==> src/rtl/ee93_seq.sv <==
// rtl/ee93_seq.sv - Microwire 93xx EEPROM command sequencer (frame gen, read shift, busy poll)
// Build option EE93_AUTO_EWEN_EN wraps erase/write ops in EWEN ... EWDS frames.
module ee93_seq #(
  parameter int ADDR_W   = 6,
  parameter int DATA_W   = 16,
  parameter int CLK_DIV  = 4,
  parameter int BUSY_MAX = 4096
) (
  input  logic              clk,
  input  logic              rst_n,
  input  logic              cmd_valid,
  output logic              cmd_ready,
  input  logic [2:0]        cmd_op,
  input  logic [ADDR_W-1:0] cmd_addr,
  input  logic [DATA_W-1:0] cmd_wdata,
  output logic              rsp_valid,
  output logic [DATA_W-1:0] rsp_rdata,
  output logic              rsp_err,
  output logic              ee_cs,
  output logic              ee_sk,
  output logic              ee_di,
  input  logic              ee_do
);

`ifdef EE93_AUTO_EWEN_EN
  localparam bit AUTO_EWEN = 1'b1;
`else
  localparam bit AUTO_EWEN = 1'b0;
`endif

  localparam logic [2:0] OP_READ  = 3'd0;
  localparam logic [2:0] OP_WRITE = 3'd1;
  localparam logic [2:0] OP_ERASE = 3'd2;
  localparam logic [2:0] OP_EWEN  = 3'd3;
  localparam logic [2:0] OP_EWDS  = 3'd4;
  localparam logic [2:0] OP_ERAL  = 3'd5;
  localparam logic [2:0] OP_WRAL  = 3'd6;
  localparam logic [2:0] OP_RSVD  = 3'd7;

  localparam int TX_W = 3 + ADDR_W + DATA_W;
  localparam int BC_W = $clog2(TX_W + 1);
  localparam int DV_W = $clog2(2 * CLK_DIV);
  localparam int PC_W = $clog2(BUSY_MAX + 1);

  typedef enum logic [2:0] {IDLE, SETUP, SHIFT_OUT, SHIFT_IN, DESEL, POLL, RESP} state_t;
  typedef enum logic [1:0] {ST_EWEN, ST_OP, ST_EWDS} stage_t;

  state_t            state, state_nxt, desel_to;
  stage_t            stage;
  logic [2:0]        op_q;
  logic [ADDR_W-1:0] addr_q;
  logic [DATA_W-1:0] data_q;
  logic [TX_W-1:0]   tx_sr;
  logic [DATA_W-1:0] rx_sr;
  logic [BC_W-1:0]   out_left, in_left;
  logic [DV_W-1:0]   div_cnt;
  logic [PC_W-1:0]   poll_cnt;
  logic              sk_hi, err_q;

  logic              accept, frame_done, poll_done, timeout, load_en;
  logic [2:0]        load_op;
  logic [ADDR_W-1:0] ld_addr;
  logic [DATA_W-1:0] ld_data;
  logic              div_last, desel_last, hi_end;

  // Start bit, 2-bit opcode, address field, data field (zero unless WRITE/WRAL), MSB first.
  function automatic logic [TX_W-1:0] build_frame(input logic [2:0] op,
                                                  input logic [ADDR_W-1:0] a,
                                                  input logic [DATA_W-1:0] d);
    logic [1:0]        opc;
    logic [ADDR_W-1:0] fa;
    logic [DATA_W-1:0] fd;
    opc = 2'b00;
    fa  = a;
    fd  = '0;
    case (op)
      OP_READ:  opc = 2'b10;
      OP_WRITE: begin opc = 2'b01; fd = d; end
      OP_ERASE: opc = 2'b11;
      default: begin
        fa = '0;
        case (op)
          OP_EWEN: fa[ADDR_W-1 -: 2] = 2'b11;
          OP_ERAL: fa[ADDR_W-1 -: 2] = 2'b10;
          OP_WRAL: begin fa[ADDR_W-1 -: 2] = 2'b01; fd = d; end
          default: ;
        endcase
      end
    endcase
    return {1'b1, opc, fa, fd};
  endfunction

  function automatic logic [BC_W-1:0] out_len(input logic [2:0] op);
    logic [BC_W-1:0] n;
    n = BC_W'(3 + ADDR_W);
    if (op == OP_WRITE || op == OP_WRAL) n = n + BC_W'(DATA_W);
    return n;
  endfunction

  function automatic logic [BC_W-1:0] in_len(input logic [2:0] op);
    return (op == OP_READ) ? BC_W'(DATA_W + 1) : '0;
  endfunction

  function automatic logic is_polled(input logic [2:0] op);
    return (op == OP_WRITE) || (op == OP_ERASE) || (op == OP_ERAL) || (op == OP_WRAL);
  endfunction

  assign div_last   = (div_cnt == DV_W'(CLK_DIV - 1));
  assign desel_last = (div_cnt == DV_W'(2 * CLK_DIV - 1));
  assign hi_end     = sk_hi && div_last;
  assign ld_addr    = accept ? cmd_addr : addr_q;
  assign ld_data    = accept ? cmd_wdata : data_q;

  always_ff @(posedge clk or negedge rst_n) begin
    if (!rst_n) state <= IDLE;
    else        state <= state_nxt;
  end

  always_comb begin
    state_nxt  = state;
    cmd_ready  = 1'b0;
    rsp_valid  = 1'b0;
    ee_cs      = 1'b0;
    ee_sk      = 1'b0;
    ee_di      = 1'b0;
    accept     = 1'b0;
    frame_done = 1'b0;
    poll_done  = 1'b0;
    timeout    = 1'b0;
    load_en    = 1'b0;
    load_op    = op_q;
    case (state)
      IDLE: begin
        cmd_ready = 1'b1;
        if (cmd_valid) begin
          accept    = 1'b1;
          load_en   = 1'b1;
          load_op   = (AUTO_EWEN && is_polled(cmd_op)) ? OP_EWEN : cmd_op;
          state_nxt = (cmd_op == OP_RSVD) ? RESP : SETUP;
        end
      end
      SETUP: begin
        ee_cs = 1'b1;
        ee_di = tx_sr[TX_W-1];
        if (div_last) state_nxt = SHIFT_OUT;
      end
      SHIFT_OUT: begin
        ee_cs = 1'b1;
        ee_sk = sk_hi;
        ee_di = tx_sr[TX_W-1];
        if (!sk_hi && div_last && out_left == '0) begin
          if (in_left != '0) state_nxt = SHIFT_IN;
          else               frame_done = 1'b1;
        end
      end
      SHIFT_IN: begin
        ee_cs = 1'b1;
        ee_sk = sk_hi;
        if (!sk_hi && div_last && in_left == '0) frame_done = 1'b1;
      end
      DESEL: if (desel_last) state_nxt = desel_to;
      POLL: begin
        ee_cs = 1'b1;
        if (div_last) begin
          if (ee_do) begin
            poll_done = 1'b1;
          end else if (poll_cnt == PC_W'(BUSY_MAX - 1)) begin
            poll_done = 1'b1;
            timeout   = 1'b1;
          end
        end
      end
      RESP: begin
        rsp_valid = 1'b1;
        state_nxt = DESEL;
      end
      default: state_nxt = IDLE;
    endcase
    if (frame_done) begin
      if (stage == ST_EWEN) begin
        state_nxt = DESEL;
        load_en   = 1'b1;
        load_op   = op_q;
      end else if (stage == ST_OP && is_polled(op_q)) begin
        state_nxt = DESEL;
      end else begin
        state_nxt = RESP;
      end
    end
    // Self-timed op finished (ready or timed out): EWDS still goes out in auto mode.
    if (poll_done) begin
      if (AUTO_EWEN) begin
        state_nxt = DESEL;
        load_en   = 1'b1;
        load_op   = OP_EWDS;
      end else begin
        state_nxt = RESP;
      end
    end
  end

  always_ff @(posedge clk or negedge rst_n) begin
    if (!rst_n) begin
      desel_to  <= IDLE;
      stage     <= ST_OP;
      op_q      <= '0;
      addr_q    <= '0;
      data_q    <= '0;
      tx_sr     <= '0;
      rx_sr     <= '0;
      out_left  <= '0;
      in_left   <= '0;
      div_cnt   <= '0;
      poll_cnt  <= '0;
      sk_hi     <= 1'b0;
      err_q     <= 1'b0;
      rsp_rdata <= '0;
      rsp_err   <= 1'b0;
    end else begin
      if (state_nxt != state || (div_last && state != DESEL)) div_cnt <= '0;
      else                                                   div_cnt <= div_cnt + 1'b1;

      if (state == SETUP && div_last)                                  sk_hi <= 1'b1;
      else if ((state == SHIFT_OUT || state == SHIFT_IN) && div_last) sk_hi <= ~sk_hi;

      if (load_en) begin
        tx_sr    <= build_frame(load_op, ld_addr, ld_data);
        out_left <= out_len(load_op);
        in_left  <= in_len(load_op);
      end else if (state == SHIFT_OUT && hi_end) begin
        tx_sr    <= tx_sr << 1;
        out_left <= out_left - 1'b1;
      end

      // First bit shifted in is the dummy 0; data keeps being captured even if it was 1.
      if (state == SHIFT_IN && hi_end) begin
        rx_sr   <= {rx_sr[DATA_W-2:0], ee_do};
        in_left <= in_left - 1'b1;
        if (in_left == BC_W'(DATA_W + 1) && ee_do) err_q <= 1'b1;
      end

      if (accept) begin
        op_q   <= cmd_op;
        addr_q <= cmd_addr;
        data_q <= cmd_wdata;
        err_q  <= 1'b0;
        stage  <= (AUTO_EWEN && is_polled(cmd_op)) ? ST_EWEN : ST_OP;
      end
      if (timeout) err_q <= 1'b1;

      if (frame_done && stage == ST_EWEN) begin
        stage    <= ST_OP;
        desel_to <= SETUP;
      end else if (frame_done && stage == ST_OP && is_polled(op_q)) begin
        desel_to <= POLL;
      end
      if (poll_done && AUTO_EWEN) begin
        stage    <= ST_EWDS;
        desel_to <= SETUP;
      end
      if (state == RESP) desel_to <= IDLE;

      if (state != POLL)             poll_cnt <= '0;
      else if (div_last && !ee_do)   poll_cnt <= poll_cnt + 1'b1;

      if (state_nxt == RESP && state != RESP) begin
        rsp_err <= err_q | timeout | (state == IDLE);
        if (state != IDLE && op_q == OP_READ) rsp_rdata <= rx_sr;
      end
    end
  end

endmodule

==> config.mk <==
export PLATFORM = sky130hd
export DESIGN_NAME = ee93_seq
export DESIGN_NICKNAME = d
export VERILOG_FILES = /design/src/rtl/ee93_seq.sv
export SDC_FILE = /design/constraint.sdc
export NUM_CORES = 1
export LEC_CHECK = 0
export CAP_MARGIN = 0
export CORE_MARGIN = 10
export CORE_UTILIZATION = 30
export CTS_CLUSTER_SIZE = 16
export DETAILED_ROUTE_END_ITERATION = 12
export PLACE_DENSITY = 0.52
export SLEW_MARGIN = 5
export SYNTH_ARGS = -nofsm -noshare
export SYNTH_HDL_FRONTEND = slang
export SYNTH_SLANG_ARGS = --single-unit
==> constraint.sdc <==
create_clock -name clk -period 2.1 [get_ports clk]
set_input_delay 0.42 -clock clk [delete_from_list [all_inputs] [get_ports clk]]
set_output_delay 0.42 -clock clk [all_outputs]
set_load 0.01 [all_outputs]
=== Word level (Yosys, flattened, before mapping) ===
Cells that the tools add are included.

* Register bits: 119
* Input bits: 29
* Output and inout port bits: 22
* Word-level logic and storage cells: 162

* Add/subtract/negate cells: 4
* Eq/ne operators: 26
* Muxes and demuxes: 64
* Bitwise gates (word level): 3
* Reduce and logical (&&, ||, !) cells: 49

{| class="wikitable"
|+ Operator list
! kind !! count
|-
| 2-to-1 mux 25 bit || 2
|-
| 2-to-1 mux 3 bit || 16
|-
| 2-to-1 mux 16 bit || 2
|-
| case mux 16 bit (2 select lines) || 1
|-
| == test 3 bit (second input constant) || 10
|-
| 2-to-1 mux 5 bit || 6
|-
| 2-to-1 mux 13 bit || 2
|-
| 2-to-1 mux 1 bit || 25
|-
| == test 3 x 2 -> 1 bit (second input constant) || 6
|-
| case mux 3 bit (6 select lines) || 1
|-
| logical AND 1 bit || 17
|-
| adder 13 x 1 -> 13 bit (second input constant) || 1
|-
| == test 13 x 12 -> 1 bit (second input constant) || 1
|-
| 2-to-1 mux 6 bit || 2
|-
| case mux 2 bit (3 select lines) || 2
|-
| nonzero test 3 bit || 4
|-
| logical NOT 5 bit || 2
|-
| nonzero test 2 bit || 5
|-
| subtractor 5 x 1 -> 5 bit (second input constant) || 2
|-
| == test 3 x 1 -> 1 bit (second input constant) || 3
|-
| logical NOT 3 bit || 3
|-
| inequality test 3 bit (second input constant) || 3
|-
| 2-to-1 mux 2 bit || 4
|-
| OR reduction 2 bit || 4
|-
| other kinds (14) || 22
|}

=== Longest topological paths before layout ===
Gate-level depths: netlist of run 1.

* Depth in word-level cells: 12
* Gate-level depth with buffers: 9
* Depth with buffers taken out: 7

=== Least setup slack after synthesis of run 1 ===
Ideal clock, no wire load.

* Kind: register -> register
* Start: reg div_cnt[0]
* End: reg rsp_rdata[10]
* Library setup time: 0.125 ns
* Arrival: 2.213 ns
* Required time: 1.975 ns
* Slack: -0.238 ns
* Stages on the path, launching flop included: 9
* Buffers on the path: 1
* Period minus slack after synthesis: 2.338 ns
* Path through: dfrtp_1 -> ha_1 -> ha_1 -> and4bb_1 -> o2111a_2 -> a211o_1 -> a21oi_4 -> buf_12 -> mux2_4

* Cells in the longest elaborated chain, start to end: 10
* Elaborated cells on any way between the ends: 19
* Classes of those cells: eq/ne: 3; mux: 11; reduce/logical: 5

{| class="wikitable"
|+ Ends and longest elaborated chain
! what !! RTL line !! source
|-
| start, declared || 56 || <nowiki>logic [DV_W-1:0] div_cnt;</nowiki>
|-
| start signal, assigned || 221 || <nowiki>else div_cnt <= div_cnt + 1'b1;</nowiki>
|-
| == test 3 x 2 -> 1 bit || 108 || <nowiki>assign div_last = (div_cnt == DV_W'(CLK_DIV - 1));</nowiki>
|-
| logical AND 1 bit || 151, 159 ||
|-
| logical AND 1 bit (on tied branches) || 151, 159 ||
|-
| 2-to-1 mux 3 bit, or another cell as far along || 151 || <nowiki>if (!sk_hi && div_last && out_left == '0) begin</nowiki>
|-
| case mux 3 bit (6 select lines) / case mux 1 bit (2 select lines) (equally long branches) || 132 || <nowiki>case (state)</nowiki>
|-
| 2-to-1 mux 3 bit || 179 || <nowiki>if (frame_done) begin</nowiki>
|-
| 2-to-1 mux 3 bit (*) || 191 || <nowiki>if (poll_done) begin</nowiki>
|-
| == test 3 bit (*) || 266 || <nowiki>if (state_nxt == RESP && state != RESP) begin</nowiki>
|-
| logical AND 1 bit (*) || 266 ||
|-
| AND reduction 2 bit (no line) (*) || - ||
|-
| end signal, assigned || 268 || <nowiki>if (state != IDLE && op_q == OP_READ) rsp_rdata <= rx_sr;</nowiki>
|-
| end, declared || 17 || <nowiki>output logic [DATA_W-1:0] rsp_rdata,</nowiki>
|}

Every way passes the cells marked *; elsewhere a longest branch is shown, timed or not.
A chain may end at the register's enable or synchronous reset.

=== Final worst setup path of run 1 ===
* Start: reg div_cnt[0]
* End: reg rsp_rdata[3]

The elaborated chain is that of the path after synthesis.

==> results of run 1 <==
-- metal layers --
layer / up-vias / wire length (microns) / track usage (%)
met3: 9 / 619 / 4.11
met2: 42 / 4960 / 17.3
met1: 1615 / 4910 / 13.1
met5: - / 0 / 0
li1: 1635 / - / -
met4: 0 / 101 / 2.44
-- per-stage QoR --
step	std cells	instance area, sq um	setup WS (ps)
2_1_floorplan	406	4560	-105
3_3_place_gp	672	5610	-360
3_5_place_dp	672	5610	-391
4_1_cts	690	5940	-121
5_1_grt	692	6010	-179
6_report	692	6010	-108
-- worst max-delay path by stage --
stage          slack [ps]       start            end
4_1_cts              -120  div_cnt[1]   rsp_rdata[3]
6_report             -110  div_cnt[0]   rsp_rdata[3]
3_5_place_dp         -390   cmd_op[1]   rsp_rdata[3]
3_3_place_gp         -360   cmd_op[2]   rsp_rdata[5]
2_1_floorplan        -110  div_cnt[0]  rsp_rdata[10]
5_1_grt              -180  div_cnt[0]   rsp_rdata[3]
-- state kept, by name (all words and copies together), names as in the netlist --
name and flops:
tx_sr 25, rsp_rdata 16, rx_sr 16, poll_cnt 13, in_left 5, out_left 5, div_cnt 3, op_q 3
state 3, desel_to 1, err_q 1, rsp_err 1, sk_hi 1
-- kinds of logic (layout without fill, tap and decap cells) --
family | count (synthesis) | in the layout | synth area share (%)
xor+xnor | 18 | 18 | 3.47
mux | 56 | 56 | 14.1
simple gates | 116 | 116 | 13.3
fa+ha+maj | 10 | 10 | 2.75
compound gates | 75 | 75 | 10.7
flops | 93 | 93 | 51.2
buf+inv | 38 | 140 | 4.57
-- final cells by class --
type / count / share of cell area (%)
Tap cell: 184 / 3.83
Clock inverter: 7 / 0.833
Clock buffer: 9 / 3.75
Timing Repair Buffer: 110 / 16.3
Inverter: 14 / 0.875
Sequential cell: 93 / 38.7
Multi-Input combinational cell: 275 / 35.6
-- critical path, delay by kind of cell, from the launching register on --
| kind | cells | cell delay (ps) |
|---|---|---|
| compound gates | 3 | 610 |
| fa+ha+maj | 2 | 340 |
| mux | 1 | 350 |
| buf+inv | 1 | 190 |
| flops | 1 | 410 |
| simple gates | 1 | 180 |
-- where the power goes --
| group | leakage (nW) | internal [mW] | switching, mW |
|---|---|---|---|
| combinational | 1.25 | 0.921 | 0.966 |
| sequential | 1.25 | 2.12 | 0.213 |
| clock | 0.134 | 0.809 | 0.733 |
| total | 2.63 | 3.85 | 1.91 |
-- synth_stat cells (2+ instances only) --
| library cell | count |
|---|---|
| sky130_fd_sc_hd__xor2_1 | 10 |
| sky130_fd_sc_hd__nor3_1 | 5 |
| sky130_fd_sc_hd__dfrtp_1 | 93 |
| sky130_fd_sc_hd__nand2b_1 | 2 |
| sky130_fd_sc_hd__o21ai_0 | 30 |
| sky130_fd_sc_hd__buf_6 | 2 |
| sky130_fd_sc_hd__nor4b_1 | 3 |
| sky130_fd_sc_hd__nor3b_1 | 2 |
| sky130_fd_sc_hd__nor2b_1 | 4 |
| sky130_fd_sc_hd__nor4_1 | 4 |
| sky130_fd_sc_hd__buf_4 | 4 |
| sky130_fd_sc_hd__nor4b_2 | 2 |
| sky130_fd_sc_hd__xnor2_1 | 8 |
| sky130_fd_sc_hd__nor2_1 | 23 |
| sky130_fd_sc_hd__a31o_2 | 2 |
| sky130_fd_sc_hd__clkbuf_1 | 8 |
| sky130_fd_sc_hd__a21oi_1 | 11 |
| sky130_fd_sc_hd__mux2_2 | 24 |
| sky130_fd_sc_hd__o211ai_1 | 2 |
| sky130_fd_sc_hd__nand4_1 | 5 |
| sky130_fd_sc_hd__buf_2 | 7 |
| sky130_fd_sc_hd__mux2i_1 | 22 |
| sky130_fd_sc_hd__o21bai_1 | 2 |
| sky130_fd_sc_hd__a211oi_1 | 6 |
| sky130_fd_sc_hd__a32o_1 | 2 |
| sky130_fd_sc_hd__a21o_1 | 2 |
| sky130_fd_sc_hd__and3b_1 | 2 |
| sky130_fd_sc_hd__o22ai_1 | 5 |
| sky130_fd_sc_hd__nand3b_1 | 4 |
| sky130_fd_sc_hd__nand2_1 | 42 |
| sky130_fd_sc_hd__mux2_4 | 10 |
| sky130_fd_sc_hd__nand3_1 | 8 |
| sky130_fd_sc_hd__ha_1 | 10 |
| sky130_fd_sc_hd__inv_1 | 14 |
| sky130_fd_sc_hd__or3_1 | 4 |
-- what timing repair did --
item	4_1_cts	5_1_grt
hold buffers	1	0
setup buffers	2	3
endpoints found under the setup margin	25	41
endpoints found under the hold margin	1	0
cloned	0	0
pin swaps	3	2
gates resized for setup	16	12
-- cell usage in the layout (no fill, tap or decap), types with 10 or more instances in the layout --
cell	count
sky130_fd_sc_hd__inv_1	14
sky130_fd_sc_hd__xor2_1	10
sky130_fd_sc_hd__buf_4	57
sky130_fd_sc_hd__dfrtp_1	93
sky130_fd_sc_hd__a21oi_1	10
sky130_fd_sc_hd__mux2_4	12
sky130_fd_sc_hd__nand2_1	42
sky130_fd_sc_hd__o21ai_0	29
sky130_fd_sc_hd__mux2_2	22
sky130_fd_sc_hd__nor2_1	23
sky130_fd_sc_hd__clkdlybuf4s50_1	44
sky130_fd_sc_hd__mux2i_1	22
==> run_summary.xml, run 1 <==
<?xml version="1.0" encoding="UTF-8"?>
<metrics>
  <group name="status">
    <metric name="outcome" unit="">complete, but fails checks</metric>
    <metric name="violations" unit="">setup timing</metric>
  </group>
  <group name="pwr">
    <metric name="vdd.ir_drop.worst" unit="V">0.000438</metric>
    <metric name="p_leak" unit="nW">2.63</metric>
    <metric name="cellPowerDensity" unit="nW/um^2">960</metric>
    <metric name="totalPowerFinal" unit="mW">5.77</metric>
  </group>
  <group name="floorplan">
    <metric name="floorplan.core_area" unit="sq um">14700</metric>
    <metric name="fp.dieArea" unit="sq um">20500</metric>
    <metric name="floorplan.initialDensity" unit="%">30.9</metric>
    <metric name="die_w" unit="microns">143</metric>
    <metric name="design.portCount" unit="">51</metric>
    <metric name="row_count" unit="">44</metric>
    <metric name="die_h" unit="microns">143</metric>
  </group>
  <group name="final_layout">
    <metric name="regArea" unit="sq um">2330</metric>
    <metric name="layout-drive-gt1-share" unit="%">26.8</metric>
    <metric name="area_of_the_multi_input_gates" unit="sq um">2140</metric>
    <metric name="areaGrowthSynthToFinish" unit="%">32.0</metric>
    <metric name="finalCoreUtilization" unit="%">40.9</metric>
    <metric name="diodes" unit="">0</metric>
    <metric name="fillerInstances" unit="">1403</metric>
    <metric name="nNetsFinal" unit="">542</metric>
  </group>
  <group name="synth">
    <metric name="synth-seq-cells" unit="">93</metric>
    <metric name="synthDominantAreaCellType" unit="">sky130_fd_sc_hd__dfrtp_1</metric>
    <metric name="synth_async_sr_flop_share" unit="%">100</metric>
    <metric name="syn_area_per_cell" unit="sq um">11.2</metric>
    <metric name="synth_top_cells_by_area" unit="">sky130_fd_sc_hd__dfrtp_1 (51%), sky130_fd_sc_hd__mux2_2 (5.9%), sky130_fd_sc_hd__mux2i_1 (4.8%)</metric>
    <metric name="ys_seq_area_share" unit="%">51.2</metric>
    <metric name="synthesis.area" unit="sq um">4550</metric>
    <metric name="postSynthNetCount" unit="">445</metric>
    <metric name="post_synth_inst_count" unit="">406</metric>
    <metric name="synth.yosys.warnings" unit="">0</metric>
    <metric name="synth-edff-count" unit="">0</metric>
    <metric name="ys_dominant_reg_cell" unit="">sky130_fd_sc_hd__dfrtp_1</metric>
    <metric name="cell_variety_after_synth" unit="">57</metric>
    <metric name="yosys.area.top_type_share" unit="%">51.2</metric>
  </group>
  <group name="place">
    <metric name="routabilityCongestion" unit="">0.798</metric>
    <metric name="dp.final_hpwl" unit="microns">7490</metric>
    <metric name="buffer_ports.inserted" unit="">50</metric>
  </group>
  <group name="critical_path">
    <metric name="cp_data_arrival_time" unit="ps">2440</metric>
    <metric name="crit_slowest_cell" unit="">sky130_fd_sc_hd__dfrtp_1</metric>
    <metric name="timing.critical_path.to_type" unit="">flop</metric>
    <metric name="reg2reg_depth" unit="">8</metric>
    <metric name="worst_path_cell_trace" unit="">ha_4, ha_4, and4bb_1, o2111a_2, a211o_1, a21oi_4, buf_12, mux2_2</metric>
    <metric name="rr_endpoint" unit="">rsp_rdata[3]</metric>
    <metric name="crit_path_max_fanout" unit="">16</metric>
    <metric name="rr_startpoint" unit="">div_cnt[0]</metric>
    <metric name="critPathMostFrequentCell" unit="">sky130_fd_sc_hd__ha_4</metric>
    <metric name="setup.reg_to_reg.worst_slack" unit="ps">-110</metric>
    <metric name="worst-endpoint-required" unit="ps">2330</metric>
    <metric name="setup.worst_path.class" unit="">reg -&gt; reg</metric>
    <metric name="cp-start-kind" unit="">flop</metric>
    <metric name="max_stage_delay" unit="ps">410</metric>
  </group>
  <group name="timing">
    <metric name="least_margin_pin_slew" unit="ps">404</metric>
    <metric name="maxClockFrequency" unit="MHz">453</metric>
    <metric name="slew_violations" unit="">0</metric>
    <metric name="layout_skew" unit="ps">4.24</metric>
    <metric name="worst_hold_slack" unit="ps">482</metric>
    <metric name="unrepaired_setup_endpoints_after_global_routing" unit="">yes</metric>
    <metric name="finalCritPeriodShare" unit="%">105</metric>
    <metric name="setup_total_negative_slack" unit="ps">-1340</metric>
    <metric name="timing.max_slew.rel_slack" unit="%">73.0</metric>
    <metric name="post-route-min-period" unit="ps">2210</metric>
    <metric name="setup_slack_of_the_critical_path_after_layout" unit="ps">-108</metric>
    <metric name="report.final.setup_viol" unit="">17</metric>
    <metric name="hold_violations" unit="">0</metric>
  </group>
  <group name="global_routing">
    <metric name="grt_usage" unit="%">10.7</metric>
    <metric name="initial_antenna_violation_count" unit="">0</metric>
    <metric name="wire_length_of_the_first_global_routing_pass" unit="microns">17500</metric>
    <metric name="overflow" unit="">0</metric>
    <metric name="via_count_of_the_first_global_routing_pass" unit="">3457</metric>
    <metric name="maximum_number_of_pins_on_one_net_before_global_route_repair" unit="">45</metric>
  </group>
  <group name="min_path">
    <metric name="timing.hold.worst_path_depth" unit="">2</metric>
    <metric name="worst_hold_startpoint" unit="">tx_sr[23]</metric>
    <metric name="worstHoldPathType" unit="">reg -&gt; reg</metric>
    <metric name="holdPathEnd" unit="">tx_sr[24]</metric>
  </group>
  <group name="cts">
    <metric name="cts_buffers" unit="">9</metric>
    <metric name="cts_tree" unit="">yes</metric>
    <metric name="clkTransAtPathRegs" unit="ps">70</metric>
    <metric name="clkSinkCount" unit="">93</metric>
    <metric name="clock_latency" unit="ps">350</metric>
    <metric name="master_cell_of_the_clock_root_buffer" unit="">sky130_fd_sc_hd__clkbuf_16</metric>
    <metric name="h_tree_levels" unit="">3</metric>
    <metric name="clock_tree.buffer_depth" unit="">2</metric>
  </group>
  <group name="drt">
    <metric name="drt-wirelength-per-cell" unit="microns">15.3</metric>
    <metric name="drc" unit="">0</metric>
    <metric name="dr_total_vias" unit="">3301</metric>
    <metric name="route.final.wire_length" unit="microns">10600</metric>
    <metric name="detail_routed_via_count_per_cell" unit="">4.77</metric>
    <metric name="antenna_violating_nets_post_route" unit="">0</metric>
    <metric name="detailedRoute.firstIterationViolations" unit="">148</metric>
    <metric name="first_pass_iters" unit="">4</metric>
  </group>
  <group name="job">
    <metric name="max_cap_violations" unit="">0</metric>
  </group>
</metrics>
Power figures use the tool's default switching activity.
==> inputs of run 2 (changes only) <==
--- a/config.mk
+++ b/config.mk
@@ -10,8 +10,9 @@
 export CORE_UTILIZATION = 30
 export CTS_CLUSTER_SIZE = 16
 export DETAILED_ROUTE_END_ITERATION = 12
-export PLACE_DENSITY = 0.52
-export SLEW_MARGIN = 5
+export DONT_BUFFER_PORTS = 1
+export PLACE_DENSITY = 0.47
+export SLEW_MARGIN = 0
 export SYNTH_ARGS = -nofsm -noshare
 export SYNTH_HDL_FRONTEND = slang
 export SYNTH_SLANG_ARGS = --single-unit
==> run_summary.xml, run 2 (synthesis results as in run 1) <==
<?xml version="1.0" encoding="UTF-8"?>
<metrics>
  <group name="critical_path">
    <metric name="max_stage_delay" unit="ps">400</metric>
    <metric name="setup.reg_to_reg.worst_slack" unit="ps">-120</metric>
    <metric name="cp_data_arrival_time" unit="ps">2450</metric>
    <metric name="setup.worst_path.class" unit="">reg -&gt; reg</metric>
    <metric name="crit_slowest_cell" unit="">sky130_fd_sc_hd__dfrtp_1</metric>
    <metric name="worst_path_cell_trace" unit="">ha_4, ha_4, and4bb_1, o2111a_2, a211o_4, a21oi_4, buf_12, mux2_2</metric>
    <metric name="critPathMostFrequentCell" unit="">sky130_fd_sc_hd__ha_4</metric>
    <metric name="cp-start-kind" unit="">flop</metric>
    <metric name="crit_path_max_fanout" unit="">16</metric>
    <metric name="worst-endpoint-required" unit="ps">2330</metric>
    <metric name="timing.critical_path.max_delay_family" unit="">compound AO/OA/AOI/OAI gates</metric>
    <metric name="path_buf_inv" unit="">1</metric>
    <metric name="timing.critical_path.to_type" unit="">flop</metric>
  </group>
  <group name="cts">
    <metric name="cts_tree" unit="">yes</metric>
    <metric name="clock_latency" unit="ps">340</metric>
    <metric name="cts_buffers" unit="">9</metric>
    <metric name="clkSinkCount" unit="">93</metric>
    <metric name="master_cell_of_the_clock_root_buffer" unit="">sky130_fd_sc_hd__clkbuf_16</metric>
    <metric name="clkTransAtPathRegs" unit="ps">60</metric>
    <metric name="clock_tree.buffer_depth" unit="">2</metric>
    <metric name="h_tree_levels" unit="">3</metric>
  </group>
  <group name="final_layout">
    <metric name="area_of_the_multi_input_gates" unit="sq um">2110</metric>
    <metric name="layout.cells.most_common" unit="">sky130_fd_sc_hd__dfrtp_1</metric>
    <metric name="largest_register_ffs" unit="">25</metric>
    <metric name="layout-drive-gt1-share" unit="%">27.3</metric>
    <metric name="top_regs" unit="">tx_sr x25, rsp_rdata x16, rx_sr x16</metric>
    <metric name="fillerInstances" unit="">1437</metric>
    <metric name="nNetsFinal" unit="">484</metric>
    <metric name="diodes" unit="">0</metric>
    <metric name="register_with_the_most_flip_flops" unit="">tx_sr</metric>
    <metric name="most-common-layout-cells" unit="">sky130_fd_sc_hd__dfrtp_1 (93), sky130_fd_sc_hd__buf_4 (49), sky130_fd_sc_hd__nand2_1 (41)</metric>
    <metric name="regArea" unit="sq um">2330</metric>
    <metric name="areaGrowthSynthToFinish" unit="%">19.0</metric>
  </group>
  <group name="status">
    <metric name="violations" unit="">hold timing, setup timing</metric>
    <metric name="outcome" unit="">complete, but fails checks</metric>
  </group>
  <group name="floorplan">
    <metric name="fp.dieArea" unit="sq um">20500</metric>
    <metric name="floorplan.initialDensity" unit="%">30.9</metric>
    <metric name="floorplan.core_area" unit="sq um">14700</metric>
    <metric name="row_count" unit="">44</metric>
    <metric name="die_h" unit="microns">143</metric>
    <metric name="design.portCount" unit="">51</metric>
    <metric name="die_w" unit="microns">143</metric>
  </group>
  <group name="pwr">
    <metric name="p_leak" unit="nW">2.38</metric>
    <metric name="vdd.ir_drop.worst" unit="V">0.000527</metric>
    <metric name="cellPowerDensity" unit="nW/um^2">1010</metric>
  </group>
  <group name="global_routing">
    <metric name="grt_usage" unit="%">10.6</metric>
    <metric name="overflow" unit="">0</metric>
    <metric name="maximum_number_of_pins_on_one_net_before_global_route_repair" unit="">94</metric>
    <metric name="wire_length_of_the_first_global_routing_pass" unit="microns">17100</metric>
    <metric name="initial_antenna_violation_count" unit="">0</metric>
    <metric name="via_count_of_the_first_global_routing_pass" unit="">3242</metric>
  </group>
  <group name="drt">
    <metric name="detail_routed_via_count_per_cell" unit="">4.87</metric>
    <metric name="drc" unit="">0</metric>
    <metric name="route.final.wire_length" unit="microns">10200</metric>
    <metric name="first_pass_iters" unit="">4</metric>
    <metric name="antenna_violating_nets_post_route" unit="">0</metric>
    <metric name="dr_total_vias" unit="">3089</metric>
    <metric name="drt-wirelength-per-cell" unit="microns">16.0</metric>
    <metric name="detailedRoute.firstIterationViolations" unit="">152</metric>
  </group>
  <group name="timing">
    <metric name="unrepaired_setup_endpoints_after_global_routing" unit="">yes</metric>
    <metric name="report.final.setup_viol" unit="">17</metric>
    <metric name="layout_skew" unit="ps">5.58</metric>
    <metric name="slew_violations" unit="">0</metric>
    <metric name="least_margin_pin_slew" unit="ps">450</metric>
    <metric name="maxClockFrequency" unit="MHz">450</metric>
    <metric name="worst_hold_slack" unit="ps">-232</metric>
    <metric name="hold_violations" unit="">93</metric>
    <metric name="finalCritPeriodShare" unit="%">106</metric>
    <metric name="setup_total_negative_slack" unit="ps">-1670</metric>
    <metric name="timing.max_slew.rel_slack" unit="%">69.9</metric>
    <metric name="post-route-min-period" unit="ps">2220</metric>
    <metric name="setup_slack_of_the_critical_path_after_layout" unit="ps">-121</metric>
  </group>
  <group name="place">
    <metric name="buffer_ports.inserted" unit="">0</metric>
    <metric name="dp_slack" unit="ps">-123</metric>
    <metric name="routabilityCongestion" unit="">0.750</metric>
    <metric name="dp.final_hpwl" unit="microns">7150</metric>
  </group>
  <group name="min_path">
    <metric name="worstHoldPathType" unit="">in -&gt; async</metric>
  </group>
  <group name="job">
    <metric name="max_cap_violations" unit="">0</metric>
  </group>
</metrics>
==> run 2: final timing paths <==
kind,start,to,depth (start not counted)
hold reg to reg,div_cnt[0],div_cnt[0],1
max in group asynchronous,rst_n,state[1],0
min in group clk,cmd_wdata[14],tx_sr[14],2
setup reg to reg,div_cnt[0],rsp_rdata[2],8
hold / removal,rst_n,tx_sr[18],0
setup / recovery,div_cnt[0],rsp_rdata[2],8
==> run 2: report_power, final <==
part | internal (mW) | switching [mW] | leakage (nW)
logic | 0.795 | 0.866 | 0.999
clock network | 0.807 | 0.677 | 0.134
registers | 2.13 | 0.221 | 1.25
==> run 2: routing by layer <==
metal / track usage [%] / part of all wire (%)
met1: 12.5 / 44
met2: 17.0 / 48
met3: 4.91 / 7.1
met4: 2.77 / 0.86
met5: 0 / 0
==> run 2: final cells by class <==
type	count	area share, %
Clock inverter	5	0.670
Timing Repair Buffer	52	7.91
Multi-Input combinational cell	275	38.9
Sequential cell	93	43.0
Tap cell	184	4.25
Inverter	14	0.971
Clock buffer	11	4.30
==> run 2: timing repair <==
| item | in CTS | in global routing |
|---|---|---|
| endpoints found under the setup margin | 20 | 40 |
| buffers inserted | 0 | 2 |
| endpoints found under the hold margin | 93 | 93 |
| pin swaps | 0 | 1 |
| gates resized for setup | 2 | 10 |
==> run 2: through the flow <==
step | cell area, sq um | hold WS [ps] | utilization, % | std cells | total power [mW]
2_1_floorplan | 4560 | 124 | - | 406 | 3.34
3_3_place_gp | 5060 | 129 | 34.5 | 616 | 3.90
3_5_place_dp | 5060 | 129 | 34.5 | 616 | 3.94
4_1_cts | 5340 | -252 | 36.4 | 632 | 5.49
5_1_grt | 5410 | -260 | 36.8 | 634 | 5.91
6_report | 5410 | -232 | 36.8 | 634 | 5.49
==> inputs of run 3 (changes only) <==
--- a/config.mk
+++ b/config.mk
@@ -6,12 +6,14 @@
 export NUM_CORES = 1
 export LEC_CHECK = 0
 export CAP_MARGIN = 0
+export CELL_PAD_IN_SITES_DETAIL_PLACEMENT = 0
+export CELL_PAD_IN_SITES_GLOBAL_PLACEMENT = 1
 export CORE_MARGIN = 10
 export CORE_UTILIZATION = 30
 export CTS_CLUSTER_SIZE = 16
 export DETAILED_ROUTE_END_ITERATION = 12
 export DONT_BUFFER_PORTS = 1
-export PLACE_DENSITY = 0.47
+export PLACE_DENSITY = 0.56
 export SLEW_MARGIN = 0
 export SYNTH_ARGS = -nofsm -noshare
 export SYNTH_HDL_FRONTEND = slang
==> run_summary.xml, run 3 (synthesis results as in run 1) <==
<?xml version="1.0" encoding="UTF-8"?>
<metrics>
  <group name="status">
    <metric name="outcome" unit="">complete, but fails checks</metric>
    <metric name="violations" unit="">hold timing, setup timing</metric>
  </group>
  <group name="cts">
    <metric name="clock_latency" unit="ps">350</metric>
    <metric name="clock_tree.buffer_depth" unit="">2</metric>
    <metric name="cts_tree" unit="">yes</metric>
    <metric name="cts_buffers" unit="">9</metric>
    <metric name="master_cell_of_the_clock_root_buffer" unit="">sky130_fd_sc_hd__clkbuf_16</metric>
    <metric name="clkTransAtPathRegs" unit="ps">70</metric>
    <metric name="h_tree_levels" unit="">3</metric>
    <metric name="clkSinkCount" unit="">93</metric>
  </group>
  <group name="timing">
    <metric name="finalCritPeriodShare" unit="%">105</metric>
    <metric name="worst_hold_slack" unit="ps">-234</metric>
    <metric name="least_margin_pin_slew" unit="ps">625</metric>
    <metric name="hold_violations" unit="">93</metric>
    <metric name="report.final.setup_viol" unit="">17</metric>
    <metric name="maxClockFrequency" unit="MHz">455</metric>
    <metric name="slew_violations" unit="">0</metric>
    <metric name="layout_skew" unit="ps">5.56</metric>
    <metric name="timing.max_slew.rel_slack" unit="%">58.2</metric>
    <metric name="unrepaired_setup_endpoints_after_global_routing" unit="">yes</metric>
    <metric name="setup_slack_of_the_critical_path_after_layout" unit="ps">-97.7</metric>
    <metric name="post-route-min-period" unit="ps">2200</metric>
  </group>
  <group name="final_layout">
    <metric name="layout-drive-gt1-share" unit="%">26.6</metric>
    <metric name="fin_cells" unit="">632</metric>
    <metric name="areaGrowthSynthToFinish" unit="%">19.7</metric>
    <metric name="nNetsFinal" unit="">482</metric>
    <metric name="diodes" unit="">0</metric>
    <metric name="most-common-layout-cells" unit="">sky130_fd_sc_hd__dfrtp_1 (93), sky130_fd_sc_hd__buf_4 (46), sky130_fd_sc_hd__nand2_1 (41)</metric>
    <metric name="top_regs" unit="">tx_sr x25, rsp_rdata x16, rx_sr x16</metric>
    <metric name="layout.cells.most_common" unit="">sky130_fd_sc_hd__dfrtp_1</metric>
    <metric name="largest_register_ffs" unit="">25</metric>
    <metric name="register_with_the_most_flip_flops" unit="">tx_sr</metric>
    <metric name="finalCoreUtilization" unit="%">37.0</metric>
  </group>
  <group name="pwr">
    <metric name="p_int" unit="mW">3.98</metric>
    <metric name="p_leak" unit="nW">2.39</metric>
    <metric name="net-switching-power" unit="mW">1.77</metric>
    <metric name="cellPowerDensity" unit="nW/um^2">1050</metric>
    <metric name="sequentialPowerShare" unit="%">40.9</metric>
    <metric name="power.share.combinational" unit="%">28.2</metric>
    <metric name="totalPowerFinal" unit="mW">5.74</metric>
    <metric name="vdd.ir_drop.worst" unit="V">0.000511</metric>
    <metric name="power.share.switching" unit="%">30.8</metric>
    <metric name="power.clock.fraction" unit="%">31.0</metric>
  </group>
  <group name="floorplan">
    <metric name="floorplan.core_area" unit="sq um">14700</metric>
    <metric name="fp.dieArea" unit="sq um">20500</metric>
    <metric name="floorplan.initialDensity" unit="%">30.9</metric>
    <metric name="design.portCount" unit="">51</metric>
    <metric name="die_h" unit="microns">143</metric>
    <metric name="die_w" unit="microns">143</metric>
    <metric name="row_count" unit="">44</metric>
  </group>
  <group name="critical_path">
    <metric name="timing.critical_path.max_delay_family" unit="">compound AO/OA/AOI/OAI gates</metric>
    <metric name="cp_data_arrival_time" unit="ps">2430</metric>
    <metric name="reg2reg_depth" unit="">8</metric>
    <metric name="setup.worst_path.class" unit="">reg -&gt; reg</metric>
    <metric name="crit_path_max_fanout" unit="">16</metric>
    <metric name="cp-start-kind" unit="">flop</metric>
    <metric name="worst_path_cell_trace" unit="">ha_4, ha_4, and4bb_1, o2111a_2, a211o_1, a21oi_4, buf_12, mux2_2</metric>
    <metric name="path_buf_inv" unit="">1</metric>
    <metric name="crit_slowest_cell" unit="">sky130_fd_sc_hd__dfrtp_1</metric>
    <metric name="setup.reg_to_reg.worst_slack" unit="ps">-100</metric>
    <metric name="worst_path_depth" unit="">8</metric>
    <metric name="worst-endpoint-required" unit="ps">2330</metric>
    <metric name="timing.critical_path.to_type" unit="">flop</metric>
    <metric name="critPathMostFrequentCell" unit="">sky130_fd_sc_hd__ha_4</metric>
    <metric name="max_stage_delay" unit="ps">410</metric>
  </group>
  <group name="global_routing">
    <metric name="grt_util_met1" unit="%">12.4</metric>
    <metric name="global_route.usage.met3" unit="%">4.51</metric>
    <metric name="overflow" unit="">0</metric>
    <metric name="grt_usage" unit="%">10.7</metric>
    <metric name="use_met2" unit="%">17.2</metric>
    <metric name="grt_busiest_layer" unit="">met2</metric>
    <metric name="wire_length_of_the_first_global_routing_pass" unit="microns">17100</metric>
    <metric name="initial_antenna_violation_count" unit="">0</metric>
    <metric name="via_count_of_the_first_global_routing_pass" unit="">3299</metric>
    <metric name="maximum_number_of_pins_on_one_net_before_global_route_repair" unit="">94</metric>
  </group>
  <group name="drt">
    <metric name="first_pass_iters" unit="">4</metric>
    <metric name="route.final.wire_length" unit="microns">10200</metric>
    <metric name="detail_routed_via_count_per_cell" unit="">4.90</metric>
    <metric name="drc" unit="">0</metric>
    <metric name="drt-wirelength-per-cell" unit="microns">16.1</metric>
    <metric name="detailedRoute.firstIterationViolations" unit="">131</metric>
    <metric name="dr_total_vias" unit="">3097</metric>
    <metric name="antenna_violating_nets_post_route" unit="">0</metric>
  </group>
  <group name="place">
    <metric name="dp_slack" unit="ps">-108</metric>
    <metric name="routabilityCongestion" unit="">0.766</metric>
    <metric name="buffer_ports.inserted" unit="">0</metric>
    <metric name="dp.cells" unit="">615</metric>
    <metric name="dp.final_hpwl" unit="microns">7100</metric>
  </group>
  <group name="job">
    <metric name="max_cap_violations" unit="">0</metric>
  </group>
  <group name="min_path">
    <metric name="worstHoldPathType" unit="">in -&gt; async</metric>
  </group>
</metrics>
[run 3: area by class of cell]
class                      instances  area (sq um)
inverter                          14          52.6
clock inverter                     5          82.6
sequential                        93          2330
fill                            1440          9250
multi-input combinational        275          2080
timing repair buffer              50           425
clock buffer                      11           243
tap                              184           230
[run 3: timing repair]
action	4_1_cts	5_1_grt
cloned	0	0
setup buffers	0	1
endpoints found under the hold margin	93	93
endpoints found under the setup margin	17	42
gates resized for setup	1	8
[run 3: final timing paths]
| check | start | end |
|---|---|---|
| worst max-delay path | div_cnt[0] | rsp_rdata[1] |
| worst min-delay path | rst_n | tx_sr[2] |
| worst max register to register | div_cnt[0] | rsp_rdata[1] |
| worst min register to register | tx_sr[23] | tx_sr[24] |
| max in group asynchronous | rst_n | poll_cnt[7] |
| min in group clk | cmd_wdata[1] | tx_sr[1] |
[run 3: power by group through the flow]
stage	clock [mW]	sequential [mW]	combinational, mW
after floorplan	0	2.32	1.02
final	1.78	2.35	1.62
after detailed placement	0	2.38	1.55
after CTS	1.86	2.35	1.57
after global routing	1.93	2.40	1.82
after global placement	0	2.37	1.54
[run 3: worst register-to-register path, stage by stage (launching register included)]
cell,delay [ps]
sky130_fd_sc_hd__dfrtp_1,410
sky130_fd_sc_hd__ha_4,180
sky130_fd_sc_hd__ha_4,160
sky130_fd_sc_hd__and4bb_1,180
sky130_fd_sc_hd__o2111a_2,130
sky130_fd_sc_hd__a211o_1,320
sky130_fd_sc_hd__a21oi_4,160
sky130_fd_sc_hd__buf_12,190
sky130_fd_sc_hd__mux2_2,350
[run 3: metrics by stage]
stage | instance area [sq um] | TNS, ps
2_1_floorplan | 4560 | -1050
3_3_place_gp | 5070 | -696
3_5_place_dp | 5070 | -1340
4_1_cts | 5410 | -1470
5_1_grt | 5450 | -3010
6_report | 5450 | -1260
[run 3: metal layers]
layer | wire length (microns) | share of wire [%]
met5 | 0 | 0
met4 | 166 | 1.6
met3 | 759 | 7.4
met2 | 4740 | 47
met1 | 4530 | 44
